### src/rtl/multi_clkdiv_led.sv
// Multi-channel LED divider: a shared prescaler tick drives per-channel OFF/ON/BLINK/ONESHOT LEDs.
// Optional MCLKDIV_SYNC_EN adds sync_i, which realigns the prescaler and every blinking channel.
module multi_clkdiv_led #(
  parameter int unsigned CLK_HZ  = 40000000,
  parameter int unsigned TICK_HZ = 1000,
  parameter int unsigned NCH     = 4,
  parameter int unsigned CHW     = 2,
  parameter int unsigned CW      = 12
) (
  input  logic           clk,
  input  logic           rst_n,
  input  logic           cfg_we,
  input  logic [CHW-1:0] cfg_ch,
  input  logic [1:0]     cfg_mode,
  input  logic [CW-1:0]  cfg_half,
`ifdef MCLKDIV_SYNC_EN
  input  logic           sync_i,
`endif
  output logic           tick,
  output logic [NCH-1:0] led
);

  localparam int unsigned PRESC = CLK_HZ / TICK_HZ;
  localparam int unsigned PW    = (PRESC > 1) ? $clog2(PRESC) : 1;

  localparam logic [1:0] MODE_OFF     = 2'b00;
  localparam logic [1:0] MODE_ON      = 2'b01;
  localparam logic [1:0] MODE_BLINK   = 2'b10;
  localparam logic [1:0] MODE_ONESHOT = 2'b11;

  logic [PW-1:0]  presc_q, presc_d;
  logic           tick_q, tick_d;
  logic [1:0]     mode_q [NCH];
  logic [1:0]     mode_d [NCH];
  logic [CW-1:0]  half_q [NCH];
  logic [CW-1:0]  half_d [NCH];
  logic [CW-1:0]  cnt_q  [NCH];
  logic [CW-1:0]  cnt_d  [NCH];
  logic [NCH-1:0] led_q, led_d;
  logic           sync_c;
  logic           wr_ok_c;

`ifdef MCLKDIV_SYNC_EN
  assign sync_c = sync_i;
`else
  assign sync_c = 1'b0;
`endif

  assign wr_ok_c = cfg_we && (32'(cfg_ch) < NCH);

  // Terminal count of a channel: a half-period of 0 behaves as 1.
  function automatic logic [CW-1:0] term_cnt(input logic [CW-1:0] h);
    return (h == '0) ? '0 : h - CW'(1);
  endfunction

  // Prescaler: wraps at PRESC-1 and raises the registered tick on that edge.
  always_comb begin
    presc_d = presc_q + PW'(1);
    tick_d  = 1'b0;
    if (sync_c) begin
      presc_d = '0;
    end else if (presc_q == PW'(PRESC - 1)) begin
      presc_d = '0;
      tick_d  = 1'b1;
    end
  end

  // Channel next state: a write to the channel beats sync, which beats the tick.
  always_comb begin
    led_d = led_q;
    for (int i = 0; i < NCH; i++) begin
      mode_d[i] = mode_q[i];
      half_d[i] = half_q[i];
      cnt_d[i]  = cnt_q[i];
      if (wr_ok_c && (cfg_ch == CHW'(i))) begin
        mode_d[i] = cfg_mode;
        half_d[i] = cfg_half;
        cnt_d[i]  = '0;
        led_d[i]  = (cfg_mode == MODE_ON) || (cfg_mode == MODE_ONESHOT);
      end else if (sync_c) begin
        if (mode_q[i] == MODE_BLINK) begin
          cnt_d[i] = '0;
          led_d[i] = 1'b0;
        end else if (mode_q[i] == MODE_ONESHOT) begin
          cnt_d[i] = '0;
        end
      end else if (tick_q) begin
        case (mode_q[i])
          MODE_BLINK: begin
            if (cnt_q[i] == term_cnt(half_q[i])) begin
              cnt_d[i] = '0;
              led_d[i] = ~led_q[i];
            end else begin
              cnt_d[i] = cnt_q[i] + CW'(1);
            end
          end
          MODE_ONESHOT: begin
            if (cnt_q[i] == term_cnt(half_q[i])) begin
              cnt_d[i]  = '0;
              led_d[i]  = 1'b0;
              mode_d[i] = MODE_OFF;
            end else begin
              cnt_d[i] = cnt_q[i] + CW'(1);
            end
          end
          default: ;
        endcase
      end
    end
  end

  always_ff @(posedge clk or negedge rst_n) begin
    if (!rst_n) begin
      presc_q <= '0;
      tick_q  <= 1'b0;
      led_q   <= '0;
      for (int i = 0; i < NCH; i++) begin
        mode_q[i] <= MODE_OFF;
        half_q[i] <= '0;
        cnt_q[i]  <= '0;
      end
    end else begin
      presc_q <= presc_d;
      tick_q  <= tick_d;
      led_q   <= led_d;
      for (int i = 0; i < NCH; i++) begin
        mode_q[i] <= mode_d[i];
        half_q[i] <= half_d[i];
        cnt_q[i]  <= cnt_d[i];
      end
    end
  end

  assign tick = tick_q;
  assign led  = led_q;

endmodule

### config.mk
export PLATFORM = sky130hd
export DESIGN_NAME = multi_clkdiv_led
export DESIGN_NICKNAME = d
export VERILOG_FILES = /design/src/rtl/multi_clkdiv_led.sv
export SDC_FILE = /design/constraint.sdc
export NUM_CORES = 1
export LEC_CHECK = 0
export ABC_CLOCK_PERIOD_IN_PS = 3600
export CORE_MARGIN = 3
export CORE_UTILIZATION = 62
export DETAILED_ROUTE_END_ITERATION = 8
export PLACE_DENSITY = 0.91
export SYNTH_ARGS = -nofsm -noshare
export SYNTH_HDL_FRONTEND = slang
export SYNTH_SLANG_ARGS = --single-unit
### constraint.sdc
create_clock -name clk -period 3.6 [get_ports clk]
set_clock_uncertainty 0.05 [all_clocks]
set_input_delay 0.54 -clock clk [delete_from_list [all_inputs] [get_ports clk]]
set_output_delay 0.54 -clock clk [all_outputs]
set_load 0.05 [all_outputs]
-- Yosys cells after proc, flatten, opt, wreduce, memory -nomap -nowiden
Cells that the tools add are included.
- $add $sub $neg: 9
- eq/ne operators: 26
- muxes and demuxes: 58
- bitwise logic cells: 4
- reduce and logical (&&, ||, !) cells: 46
- operators by type and width (kind ; number):
    12-bit 2-to-1 mux ; 20
    12-bit by 1-bit adder with 12-bit output (second input constant) ; 4
    12-bit == test ; 4
    12-bit logical NOT ; 4
    12-bit by 1-bit subtractor with 12-bit output (second input constant) ; 4
    2-bit 2-to-1 mux ; 16
    2-bit nonzero test ; 16
    3-bit by 2-bit inequality test with 1-bit output (second input constant) ; 8
    2-bit == test (second input constant) ; 11
    1-bit 2-to-1 mux ; 17
    16-bit by 1-bit adder with 16-bit output (second input constant) ; 1
    16-bit == test (second input constant) ; 1
    16-bit 2-to-1 mux ; 1
    4-bit AND reduction ; 4
    3-bit AND reduction ; 4
    3-bit nonzero test ; 4
    1-bit case mux with 2 select lines ; 4
    2-bit AND reduction ; 4
    2-bit OR reduction ; 4
    2-bit by 1-bit == test with 1-bit output (second input constant) ; 2
    1-bit logical AND ; 4
    1-bit inverter ; 4
    2-bit logical NOT ; 1
    1-bit logical OR ; 1
- register bits: 125
- bits of input ports: 19
- output and inout bits: 5
- word-level logic and storage cells: 161

-- Longest topological paths before layout
Gate-level depths: netlist of run 1.
- depth in word-level cells: 7
- depth in mapped cells: 12
- depth with buffers taken out: 10

-- Least setup slack after synthesis of run 1
OpenSTA, ideal clock, no wires.
- path type: register to register
- start point: reg half_q[24] (netlist bit)
- end point: reg cnt_q[34] (netlist bit)
- library setup time: 119 ps
- arrival time: 3051 ps
- data required time: 3431 ps
- slack: 381 ps
- cell stages (with the launch flop): 13
- path buffers: 2
- period minus slack after synthesis: 3219 ps
- cell sequence: dfrtp_1 > inv_1 > ha_1 > or3b_1 > buf_2 > or4_4 > a32o_1 > or4_1 > a211oi_2 > nand4_2 > o21ai_2 > buf_6 > nor2_1
- word-level cells in the longest chain between the ends: 7
- elaborated cells on any way between the ends: 8
- ends and longest elaborated chain (element ; RTL line ; text):
    start, declared ; 35 ; logic [CW-1:0] half_q [NCH];
    start signal, assigned by index ; 128 ; half_q[i] <= half_d[i];
    12-bit by 1-bit subtractor with 12-bit output or 12-bit logical NOT (tied branches) ; 53 ; return (h == '0) ? '0 : h - CW'(1);
    12-bit 2-to-1 mux (*) ; 53 ;
    12-bit == test (*) ; 90, 98 ;
    12-bit 2-to-1 mux (*) ; 90, 98 ;
    12-bit 2-to-1 mux (*) ; -- ;
    12-bit 2-to-1 mux (*) ; 87 ; end else if (tick_q) begin
    12-bit 2-to-1 mux (*) ; 75 ; if (wr_ok_c && (cfg_ch == CHW'(i))) begin
    end signal, assigned by index ; 129 ; cnt_q[i] <= cnt_d[i];
    end, declared ; 37 ; logic [CW-1:0] cnt_q [NCH];
Mark *: on every way between the ends. The rest lies on a longest branch, timed or not. The select of a mux whose other input is x is not followed.
A chain may end at the register's enable or synchronous reset.

-- Final worst setup path of run 1
- start point: reg half_q[24] (netlist bit)
- end point: reg mode_q[4] (netlist bit)
- word-level cells in the longest chain between the ends: 5
- elaborated cells on any way between the ends: 6
- ends and longest elaborated chain (element ; RTL line ; text):
    12-bit by 1-bit subtractor with 12-bit output or 12-bit logical NOT (tied branches) ; 53 ;
    12-bit 2-to-1 mux (*) ; 53 ;
    12-bit == test (*) ; 98 ; if (cnt_q[i] == term_cnt(half_q[i])) begin
    2-bit nonzero test (no line) (*) ; -- ;
    3-bit AND reduction (no line) (*) ; -- ;
    end signal, assigned by index ; 127 ; mode_q[i] <= mode_d[i];
    end, declared ; 33 ; logic [1:0] mode_q [NCH];
Mark *: on every way between the ends. The rest lies on a longest branch, timed or not.

==> out/metrics.csv, run 1 <==
stage,metric,value,unit
status,outcome,"complete, no violations",
drt,Routed WL,19300,microns
power,Max IR drop VDD,0.448,mV
logic_synthesis,"area leader, netlist",dfrtp_1,
drt,routed len/inst,17.8,microns
drt,Routed Antenna Nets,0,
grt,GRT overflow,0,
worst_setup_path,Top Family by Delay on Critical Path,simple AND/OR/NAND/NOR gates,
timing,fin crit share,95.8,%
logic_synthesis,Area contributors post-synth,"dfrtp_1 (41%), nand2_1 (8.2%), xnor2_1 (5.9%)",
logic_synthesis,sequential area share after synthesis,40.8,%
drt,DR pass1 iterations,6,
logic_synthesis,Post-synth EDFFs,0,
place,DP HPWL,12700,microns
power,leakage power,3.73,nW
clocking,CTS root buf,clkbuf_16,
finish,area added between synthesis and finish,13.4,%
clocking,cts bufs inserted,17,
worst_setup_path,Setup CP Type,reg2reg,
power,Tot Pwr,4.35,mW
worst_setup_path,Critical Path AT,3700,ps
finish,most frequent cells in the layout,"nand2_1 (167), dfrtp_1 (125), nor2_1 (77)",
worst_setup_path,CP Cell Sequence,inv_1 > ha_2 > or3b_4 > or4_4 > a32o_1 > or4_1 > a211oi_2 > nand4_2 > o21ai_2 > buf_4 > o21ai_0,
logic_synthesis,post-synth cell types,72,
floorplanning,chip height,117,microns
finish,"commonest non-fill, non-tap cell in the layout",nand2_1,
logic_synthesis,"flops & latches, synth",125,
worst_hold_path,Min-Delay Path Class,in2async,
logic_synthesis,top-area cell type share of the netlist area,40.8,%
timing,Max Freq,0.290,GHz
clocking,CTS Buffer Depth,2,
floorplanning,Core ar.,0.0118,sq mm
finish,Final nets,939,
timing,"Min Clock Period, post-route",3450,ps
timing,Worst Tran Pin Value,943,ps
floorplanning,Die Wd,117,microns
worst_setup_path,Max stage delay on crit path,540,ps
clocking,clock slew at reported path FFs,60,ps
place,Port Buffers,23,
worst_setup_path,Crit. End Element,flop,
timing,Slew Limit Fails,0,
floorplanning,die area,0.0137,sq mm
timing,Fin Setup TNS,0,ps
worst_setup_path,WP buf/inv,2,
drt,routed vias/inst,6.31,
drt,DRC,0,
worst_setup_path,worst-path maximum fanout,11,
power,Power per Cell Area,501,mW/mm^2
logic_synthesis,YS warnings,0,
place,routability cong.,0.933,
timing,Max-slew headroom,36.7,%
worst_setup_path,Critical Path Start,half_q[24]$_DFFE_PN0P_,
flow_run,maxcap violations,0,
clocking,"Clk Latency, worst-skew pair",430,ps
clocking,clock sink count,125,
clocking,# H-tree levels,4,
worst_setup_path,Setup crit start kind,flop,
logic_synthesis,syn_area_per_cell,8.58,sq um
place,Placed Cells,1056,
logic_synthesis,ys flop type,dfrtp_1,
logic_synthesis,Cells after Synth,893,
timing,Final Hold Fails,0,
drt,DR iter-0 viols,921,
grt,vias in the first global route,6516,
logic_synthesis,Syn Std Cell Area,0.00766,sq mm
grt,first-pass GRT wire length,31700,microns
floorplanning,Initial Util,65.1,%
floorplanning,num rows,39,
timing,Final setup viols,0,
finish,Fillers,828,
worst_setup_path,Critical Path RT,3850,ps
finish,Final Non-Filler Cells,1087,
floorplanning,IO Count,24,
logic_synthesis,Mapped Nets,921,
finish,fraction of layout instances using a drive strength above 1,8.88,%
finish,number of diodes,0,
worst_setup_path,CP max-delay cell,or4_4,
worst_setup_path,Worst R2R Start,half_q[24]$_DFFE_PN0P_,
logic_synthesis,Post-synth ARST share,100,%
grt,overall global routing resource usage,29.6,%
grt,pin count of the biggest net entering global routing,58,
clocking,CTS tree,built,
drt,via count,6861,
grt,initial antenna violation count,0,
[power breakdown]
part	internal, mW	leakage, nW	switching (mW)
Sequential	1.52	1.62	0.179
Clock	1.15	0.300	0.624
Combinational	0.380	1.81	0.494
Total	3.06	3.73	1.30
[final cells by class]
type                       instances  area [sq um]  share of cell area (%)
sequential                       125          3130                    36.0
tap                              164           205                    2.36
inverter                          27           101                    1.17
clock inverter                     7           110                    1.27
clock buffer                      24           492                    5.66
multi-input combinational        697          4270                    49.2
timing repair buffer              43           378                    4.35
[per-layer routing]
| layer | share of wire, % | routed length [microns] | up-vias | global-route usage [%] |
|---|---|---|---|---|
| li1 | - | - | 3179 | - |
| met1 | 41 | 7930 | 3297 | 38.7 |
| met2 | 48 | 9290 | 329 | 47.3 |
| met3 | 7.8 | 1520 | 56 | 7.51 |
| met4 | 3.1 | 599 | 0 | 12.3 |
| met5 | 0 | 0 | - | 0 |
[synthesized netlist by cell type (all sizes together) (9+ instances only)]
cell	number
ha	9
nor2	77
and3	14
a21oi	14
nand4	23
nor4	14
nand2	167
dfrtp	125
xnor2	52
clkbuf	35
inv	27
buf	9
mux2i	11
or3	9
or4	12
nand3	36
mux2	13
nor3	47
xor2	40
o21ai	32
[sequential cells by signal, indices dropped and copies added (netlist names)]
register,count
led,4
mode_q,8
half_q,48
presc_q,16
cnt_q,48
tick,1
[final timing paths]
path / cells past startpoint / slack (ps) / endpoint
min in group clk: 1 / 410 / presc_q[0]$_DFF_PN0_
hold reg to reg: 1 / 410 / presc_q[0]$_DFF_PN0_
max in group asynchronous: 2 / 2490 / cnt_q[38]$_DFFE_PN0P_
hold / removal: 1 / 100 / cnt_q[8]$_DFFE_PN0P_
setup / recovery: 11 / 150 / mode_q[4]$_DFFE_PN0P_
setup reg to reg: 11 / 150 / mode_q[4]$_DFFE_PN0P_
[metrics by stage]
stage / hold WS, ps / util, % / instance area [sq um] / worst slack [ps]
final: 103 / 73.8 / 8680 / 150
after global routing: 167 / 73.8 / 8680 / -0.677
after CTS: 139 / 73.7 / 8660 / 77.3
after detailed placement: 410 / 68.5 / 8060 / 121
after global placement: 398 / 68.5 / 8060 / 227
after floorplan: 194 / - / 7660 / 381
[kinds of logic after synthesis]
family,after synthesis,synth area share [%]
AOI/OAI and AO/OA,120,10.9
xor gates and xnor gates,92,10.5
adders and majority gates,9,1.47
buffers and inverters,71,3.77
DFF,125,40.8
muxes,25,3.69
and+or+nand+nor,451,28.8
[repair_timing]
| action | 4_1_cts | 5_1_grt |
|---|---|---|
| setup buffers | 0 | 0 |
| hold buffers | 0 | 0 |
| endpoints found under the setup margin | 0 | 22 |
| resized for setup | 0 | 6 |
No activity file was read; power rests on OpenSTA's default activity.
==> run 2, diff against run 1 <==
--- a/config.mk
+++ b/config.mk
@@ -6,9 +6,11 @@
 export NUM_CORES = 1
 export LEC_CHECK = 0
 export ABC_CLOCK_PERIOD_IN_PS = 3600
-export CORE_MARGIN = 3
+export CORE_MARGIN = 2
 export CORE_UTILIZATION = 62
+export CTS_CLUSTER_SIZE = 25
 export DETAILED_ROUTE_END_ITERATION = 8
+export GPL_TIMING_DRIVEN = 0
 export PLACE_DENSITY = 0.91
 export SYNTH_ARGS = -nofsm -noshare
 export SYNTH_HDL_FRONTEND = slang
==> run 2 against run 1 <==
Utilization fell by 0.59 points. Sequential cell count unchanged. Register-to-register slack worse by 110 ps. Fmax is 3.1% lower. Sequential power fell by 2%. First-iteration DRC count decreased by 22%. Sequential share of layout area is 0.47 points lower. Worst hold slack got worse by 86 ps. Final cell count is 1.1% higher. Cell area rose by 1.3%. Largest cell class unchanged. Highest routed layer unchanged.
==> out/metrics.csv, run 2 (same netlist as run 1, synthesis figures left out) <==
stage,metric,value,unit,change
status,outcome,"complete, no violations",,unchanged
finish,Final nets,968,,was 939
floorplanning,chip height,115,microns,was 117 microns
worst_setup_path,Worst R2R Start,half_q[24]$_DFFE_PN0P_,,unchanged
finish,"commonest non-fill, non-tap cell in the layout",nand2_1,,unchanged
floorplanning,die area,0.0133,sq mm,was 0.0137 sq mm
worst_setup_path,worst-path maximum fanout,6,,was 11
finish,biggest regs,"cnt_q (48), half_q (48), presc_q (16)",,unchanged
drt,Routed Antenna Nets,0,,unchanged
timing,fin crit share,98.9,%,was 95.8%
timing,Slew Limit Fails,0,,unchanged
finish,most frequent cells in the layout,"nand2_1 (167), dfrtp_1 (125), nor2_1 (77)",,unchanged
drt,Routed WL,18700,microns,was 19300 microns
worst_hold_path,Min-Delay Path Class,in2async,,unchanged
clocking,# hold bufs at CTS,0,,unchanged
drt,DRC,0,,unchanged
floorplanning,Core ar.,0.0120,sq mm,was 0.0118 sq mm
clocking,cts bufs inserted,17,,unchanged
drt,DR iter-0 viols,720,,was 921
floorplanning,Die Wd,115,microns,was 117 microns
floorplanning,Initial Util,63.8,%,was 65.1%
place,DP Area,0.00810,sq mm,was 0.00806 sq mm
drt,routed vias/inst,6.19,,was 6.31
grt,pin count of the biggest net entering global routing,71,,was 58
worst_setup_path,Setup crit start kind,flop,,unchanged
finish,Sequential Area,0.00313,sq mm,unchanged
clocking,clock slew at reported path FFs,60,ps,about the same
place,DP HPWL,12500,microns,was 12700 microns
worst_setup_path,reg2reg setup slack,40,ps,was 150 ps
worst_setup_path,Critical Path AT,3870,ps,was 3700 ps
grt,initial antenna violation count,0,,unchanged
worst_setup_path,Max stage delay on crit path,570,ps,was 540 ps
worst_setup_path,CP Cell Sequence,inv_2 > ha_4 > or3b_1 > or4_4 > a32o_1 > or4_4 > a211oi_4 > nand4_4 > buf_6 > mux2_4 > nand3_2,,was inv_1 > ha_2 > or3b_4 > or4_4 > a32o_1 > or4_1 > a211oi_2 > nand4_2 > o21ai_2 > buf_4 > o21ai_0
finish,Multi-input gate area,0.00431,sq mm,was 0.00427 sq mm
clocking,# H-tree levels,4,,unchanged
finish,area added between synthesis and finish,14.9,%,was 13.4%
worst_setup_path,Crit. End Element,flop,,unchanged
finish,number of diodes,0,,unchanged
drt,via count,6806,,was 6861
timing,Final Hold Fails,0,,unchanged
timing,Max-slew headroom,13.0,%,was 36.7%
clocking,CTS Buffer Depth,2,,unchanged
timing,Max Freq,0.281,GHz,was 0.290 GHz
worst_setup_path,CP max-delay cell,or4_4,,unchanged
floorplanning,num rows,40,,was 39
clocking,clock sink count,125,,unchanged
grt,GRT overflow,0,,unchanged
worst_setup_path,Critical Path RT,3910,ps,was 3850 ps
floorplanning,IO Count,24,,unchanged
drt,routed len/inst,17.1,microns,was 17.8 microns
clocking,"Clk Latency, worst-skew pair",420,ps,was 430 ps
grt,vias in the first global route,6450,,was 6516
finish,Final Non-Filler Cells,1099,,was 1087
worst_setup_path,CP most frequent cell,or4_4,,
flow_run,maxcap violations,0,,unchanged
worst_setup_path,Setup CP Type,reg2reg,,unchanged
clocking,CTS root buf,clkbuf_16,,unchanged
place,Placed Cells,1064,,was 1056
finish,Fillers,862,,was 828
power,leakage power,3.72,nW,was 3.73 nW
clocking,CTS tree,built,,unchanged
timing,"Min Clock Period, post-route",3560,ps,was 3450 ps
place,routability cong.,0.903,,was 0.933
grt,overall global routing resource usage,29.8,%,was 29.6%
timing,Final setup viols,0,,unchanged
power,Power per Cell Area,490,mW/mm^2,was 501 mW/mm^2
power,Max IR drop VDD,0.442,mV,was 0.448 mV
timing,Worst Tran Pin Value,1290,ps,was 943 ps
finish,fraction of layout instances using a drive strength above 1,8.51,%,was 8.88%
finish,design area,0.00880,sq mm,was 0.00868 sq mm
worst_setup_path,reg2reg path depth,11,,unchanged
drt,DR pass1 iterations,5,,was 6
grt,first-pass GRT wire length,31000,microns,was 31700 microns
place,Port Buffers,23,,unchanged
worst_setup_path,R2R Path End,led[1]$_DFFE_PN0P_,,was mode_q[4]$_DFFE_PN0P_
run 2: changes by cell type in the layout (fill, tap and decap cells not counted), sizes merged:
cell | before | now
buf | 21 | 15
clkbuf | 24 | 54
clkinv | 4 | 6
clkinvlp | 0 | 3
run 2: layer usage:
layer | GRT usage [%] | part of all wire (%) | vias to the layer above
li1 | - | - | 3238
met1 | 41.4 | 44 | 3302
met2 | 47.5 | 48 | 225
met3 | 6.17 | 5.9 | 41
met4 | 9.40 | 2.1 | 0
met5 | 0 | 0 | -
run 2: worst max path at each step:
stage,start,endpoint,depth (start not counted)
after floorplan,half_q[24]$_DFFE_PN0P_,cnt_q[34]$_DFFE_PN0P_,12
after global placement,rst_n,presc_q[10]$_DFF_PN0_,1
after detailed placement,half_q[24]$_DFFE_PN0P_,cnt_q[28]$_DFFE_PN0P_,11
after CTS,half_q[24]$_DFFE_PN0P_,cnt_q[28]$_DFFE_PN0P_,12
after global routing,half_q[24]$_DFFE_PN0P_,led[1]$_DFFE_PN0P_,11
final,half_q[24]$_DFFE_PN0P_,led[1]$_DFFE_PN0P_,11
run 2: through the flow:
stage | setup TNS, ps | util, % | total power, mW | hold WS [ps] | setup WS [ps]
6_report | 0 | 73.3 | 4.31 | 16.4 | 39.3
3_3_place_gp | -361500 | 67.2 | 2.51 | 399 | -2900
5_1_grt | -138 | 73.3 | 4.49 | 53.5 | -45.4
4_1_cts | 0 | 72.5 | 4.28 | 40.7 | 17.1
2_1_floorplan | 0 | - | 2.30 | 194 | 381
3_5_place_dp | -1020 | 67.5 | 2.54 | 403 | -106
run 2: worst max-delay path: cells and delay by family (launching register included):
family                     cells  cell delay [ps]
and+or+nand+nor                5             1740
buffers and inverters          2              280
DFF                            1              420
adders and majority gates      1              160
AOI/OAI and AO/OA              2              550
muxes                          1              290
run 2: layout make-up:
| type | count | share of cell area (%) |
|---|---|---|
| plain buffers | 43 | 2.08 |
| clock buffers | 19 | 5.03 |
| clock inverters | 12 | 1.66 |
| inverters | 27 | 1.15 |
| multi-input cells | 697 | 49.0 |
| flip-flops and latches | 125 | 35.6 |
| well taps | 147 | 2.09 |
| repair buffers | 29 | 3.41 |
run 2: report_power, final:
group | internal, mW | switching (mW) | leakage [nW] | total [mW]
Combinational | 0.397 | 0.532 | 1.82 | 0.928
Clock | 1.10 | 0.625 | 0.284 | 1.72
Sequential | 1.52 | 0.137 | 1.62 | 1.66
run 2: timing repair:
item	CTS	global route
pin swaps	0	4
setup endpoints to repair	13	37
cloned	0	1
buffers inserted	0	4
resized for setup	2	15
==> run 3, diff against run 2 <==
--- a/config.mk
+++ b/config.mk
@@ -6,11 +6,13 @@
 export NUM_CORES = 1
 export LEC_CHECK = 0
 export ABC_CLOCK_PERIOD_IN_PS = 3600
+export CORE_ASPECT_RATIO = 1.4
 export CORE_MARGIN = 2
 export CORE_UTILIZATION = 62
 export CTS_CLUSTER_SIZE = 25
 export DETAILED_ROUTE_END_ITERATION = 8
 export GPL_TIMING_DRIVEN = 0
+export HOLD_SLACK_MARGIN = 0.08
 export PLACE_DENSITY = 0.91
 export SYNTH_ARGS = -nofsm -noshare
 export SYNTH_HDL_FRONTEND = slang
==> run 3 against run 2 <==
Sequential cell count stayed put. First-iteration DRC count shrank 0.28%. Non-clock buffer count is 8 higher. Final cell count increased by 1.1%. Critical path type unchanged. Sequential share of layout area shrank 0.39 points. Die area about the same. Critical path depth increased by 1.
==> out/metrics.csv, run 3 (same netlist as run 1, synthesis figures left out) <==
stage,metric,value,unit,change
worst_hold_path,Min-Delay Path Class,reg2reg,,was in2async
place,pre-CTS setup slack,-58.8,ps,was -106 ps
worst_setup_path,Worst R2R Start,half_q[24]$_DFFE_PN0P_,,unchanged
worst_setup_path,CP Cell Sequence,inv_2 > ha_4 > or3b_1 > buf_2 > or4_4 > a32o_1 > or4_1 > a211oi_2 > nand4_4 > buf_4 > mux2_4 > nand3_2,,was inv_2 > ha_4 > or3b_1 > or4_4 > a32o_1 > or4_4 > a211oi_4 > nand4_4 > buf_6 > mux2_4 > nand3_2
worst_setup_path,CP max-delay cell,or4_4,,unchanged
timing,Final setup viols,0,,unchanged
worst_setup_path,Max stage delay on crit path,530,ps,was 570 ps
worst_setup_path,Critical Path AT,3870,ps,about the same
power,Power per Cell Area,500,mW/mm^2,was 490 mW/mm^2
timing,Max Freq,0.281,GHz,about the same
finish,number of diodes,0,,unchanged
drt,routed vias/inst,6.40,,was 6.19
floorplanning,Core ar.,0.0122,sq mm,was 0.0120 sq mm
worst_setup_path,Critical Path RT,3900,ps,was 3910 ps
finish,Multi-input gate area,0.00431,sq mm,about the same
worst_hold_path,critical hold path startpoint,presc_q[0]$_DFF_PN0_,,
floorplanning,IO Count,24,,unchanged
place,routability cong.,0.927,,was 0.903
grt,initial antenna violation count,0,,unchanged
floorplanning,num rows,48,,was 40
floorplanning,Initial Util,62.8,%,was 63.8%
place,DP HPWL,12700,microns,was 12500 microns
finish,"commonest non-fill, non-tap cell in the layout",nand2_1,,unchanged
status,outcome,"complete, no violations",,unchanged
worst_setup_path,Setup crit start kind,flop,,unchanged
drt,Routed WL,20500,microns,was 18700 microns
drt,DRC,0,,unchanged
finish,biggest regs,"cnt_q (48), half_q (48), presc_q (16)",,unchanged
timing,WHS,413,ps,was 16.4 ps
finish,Final nets,976,,was 968
finish,fraction of layout instances using a drive strength above 1,9.47,%,was 8.51%
finish,area added between synthesis and finish,16.2,%,was 14.9%
worst_setup_path,Crit. End Element,flop,,unchanged
clocking,CTS root buf,clkbuf_16,,unchanged
flow_run,maxcap violations,0,,unchanged
finish,most frequent cells in the layout,"nand2_1 (167), dfrtp_1 (124), nor2_1 (77)",,"was nand2_1 (167), dfrtp_1 (125), nor2_1 (77)"
clocking,cts bufs inserted,17,,unchanged
worst_setup_path,reg2reg path depth,12,,was 11
clocking,"Clk Latency, worst-skew pair",420,ps,about the same
place,DP Area,0.00811,sq mm,was 0.00810 sq mm
clocking,clock sink count,125,,unchanged
finish,Sequential Area,0.00313,sq mm,about the same
timing,Slew Limit Fails,0,,unchanged
worst_hold_path,hold endpoint,presc_q[0]$_DFF_PN0_,,
finish,design area,0.00890,sq mm,was 0.00880 sq mm
power,Tot Pwr,4.45,mW,was 4.31 mW
floorplanning,die area,0.0133,sq mm,about the same
grt,overall global routing resource usage,30.2,%,was 29.8%
worst_setup_path,worst-path maximum fanout,6,,unchanged
power,Max IR drop VDD,0.356,mV,was 0.442 mV
timing,fin crit share,99.0,%,was 98.9%
worst_setup_path,reg2reg setup slack,40,ps,about the same
drt,DR pass1 iterations,6,,was 5
timing,Fin Setup TNS,0,ps,unchanged
drt,routed len/inst,18.4,microns,was 17.1 microns
power,leakage power,3.76,nW,was 3.72 nW
clocking,CTS tree,built,,unchanged
grt,GRT overflow,0,,unchanged
timing,Max-slew headroom,12.2,%,was 13.0%
floorplanning,chip height,136,microns,was 115 microns
timing,"Min Clock Period, post-route",3560,ps,about the same
finish,Fillers,802,,was 862
clocking,clock slew at reported path FFs,60,ps,about the same
grt,pin count of the biggest net entering global routing,82,,was 71
worst_setup_path,Setup CP Type,reg2reg,,unchanged
drt,Routed Antenna Nets,0,,unchanged
grt,vias in the first global route,6792,,was 6450
drt,DR iter-0 viols,718,,was 720
clocking,CTS Buffer Depth,2,,unchanged
timing,Worst Tran Pin Value,1300,ps,was 1290 ps
floorplanning,Die Wd,97.9,microns,was 115 microns
place,Port Buffers,23,,unchanged
timing,post-route setup slack,35.8,ps,was 39.3 ps
grt,first-pass GRT wire length,32200,microns,was 31000 microns
drt,via count,7112,,was 6806
clocking,# H-tree levels,4,,unchanged
timing,Final Hold Fails,0,,unchanged
worst_setup_path,R2R Path End,led[1]$_DFFE_PN0P_,,unchanged
worst_hold_path,Hold Path Stages,1,,
[run 3: cell count changes in the layout (fill, tap and decap cells not counted), moves of 2 or more]
cell,change
nor4_2,+2
clkinv_2,-2
inv_6,+2
nor4_1,-2
buf_4,+7
[run 3: timing repair]
item / 4_1_cts / 5_1_grt
buffers inserted: 0 / 10
hold buffers: 1 / 0
cloned: 0 / 1
endpoints found under the setup margin: 21 / 37
gates resized for setup: 2 / 14
pin swaps: 1 / 4
endpoints found under the hold margin: 44 / 0
[run 3: layer usage]
metal	share of wire, %	GRT usage [%]	wire (microns)
met3	7.4	6.66	1520
met4	4.1	15.1	837
met1	37	34.8	7610
met5	0	0	0
met2	51	52.8	10500
[run 3: how the worst max path moves through the flow]
| stage | startpoint | to | cells past startpoint |
|---|---|---|---|
| floorplan | half_q[24]$_DFFE_PN0P_ | cnt_q[34]$_DFFE_PN0P_ | 12 |
| global placement | rst_n | cnt_q[33]$_DFFE_PN0P_ | 1 |
| detailed placement | half_q[24]$_DFFE_PN0P_ | cnt_q[30]$_DFFE_PN0P_ | 11 |
| CTS | half_q[24]$_DFFE_PN0P_ | cnt_q[26]$_DFFE_PN0P_ | 12 |
| global route | half_q[36]$_DFFE_PN0P_ | cnt_q[39]$_DFFE_PN0P_ | 11 |
| finish | half_q[24]$_DFFE_PN0P_ | led[1]$_DFFE_PN0P_ | 12 |
[run 3: stage by stage]
stage                     instances  utilization (%)
after detailed placement       1067             66.5
after global placement         1066             66.3
final                          1111             73.0
after CTS                      1100             71.8
after floorplan                 893                -
after global routing           1111             73.0
[run 3: area by class of cell]
type	instances	share of cell area, %
Tap cell	150	2.11
Multi-Input combinational cell	697	48.4
Buffer	44	2.14
Inverter	27	1.14
Clock inverter	14	2.15
Clock buffer	18	4.94
Sequential cell	125	35.2
Timing Repair Buffer	36	3.95
[run 3: worst max-delay path, delay by kind of cell (launching register included)]
kind | cells | cell delay, ps
multiplexers | 1 | 300
flip-flops | 1 | 430
AND/OR/NAND/NOR | 5 | 1590
buffers and inverters | 3 | 460
AO/OA/AOI/OAI | 2 | 490
adder cells (fa/ha/maj) | 1 | 170
[run 3: where the power goes]
group | leakage, nW | internal (mW) | switching (mW)
Combinational | 1.84 | 0.396 | 0.546
Clock | 0.299 | 1.18 | 0.657
Sequential | 1.62 | 1.52 | 0.148
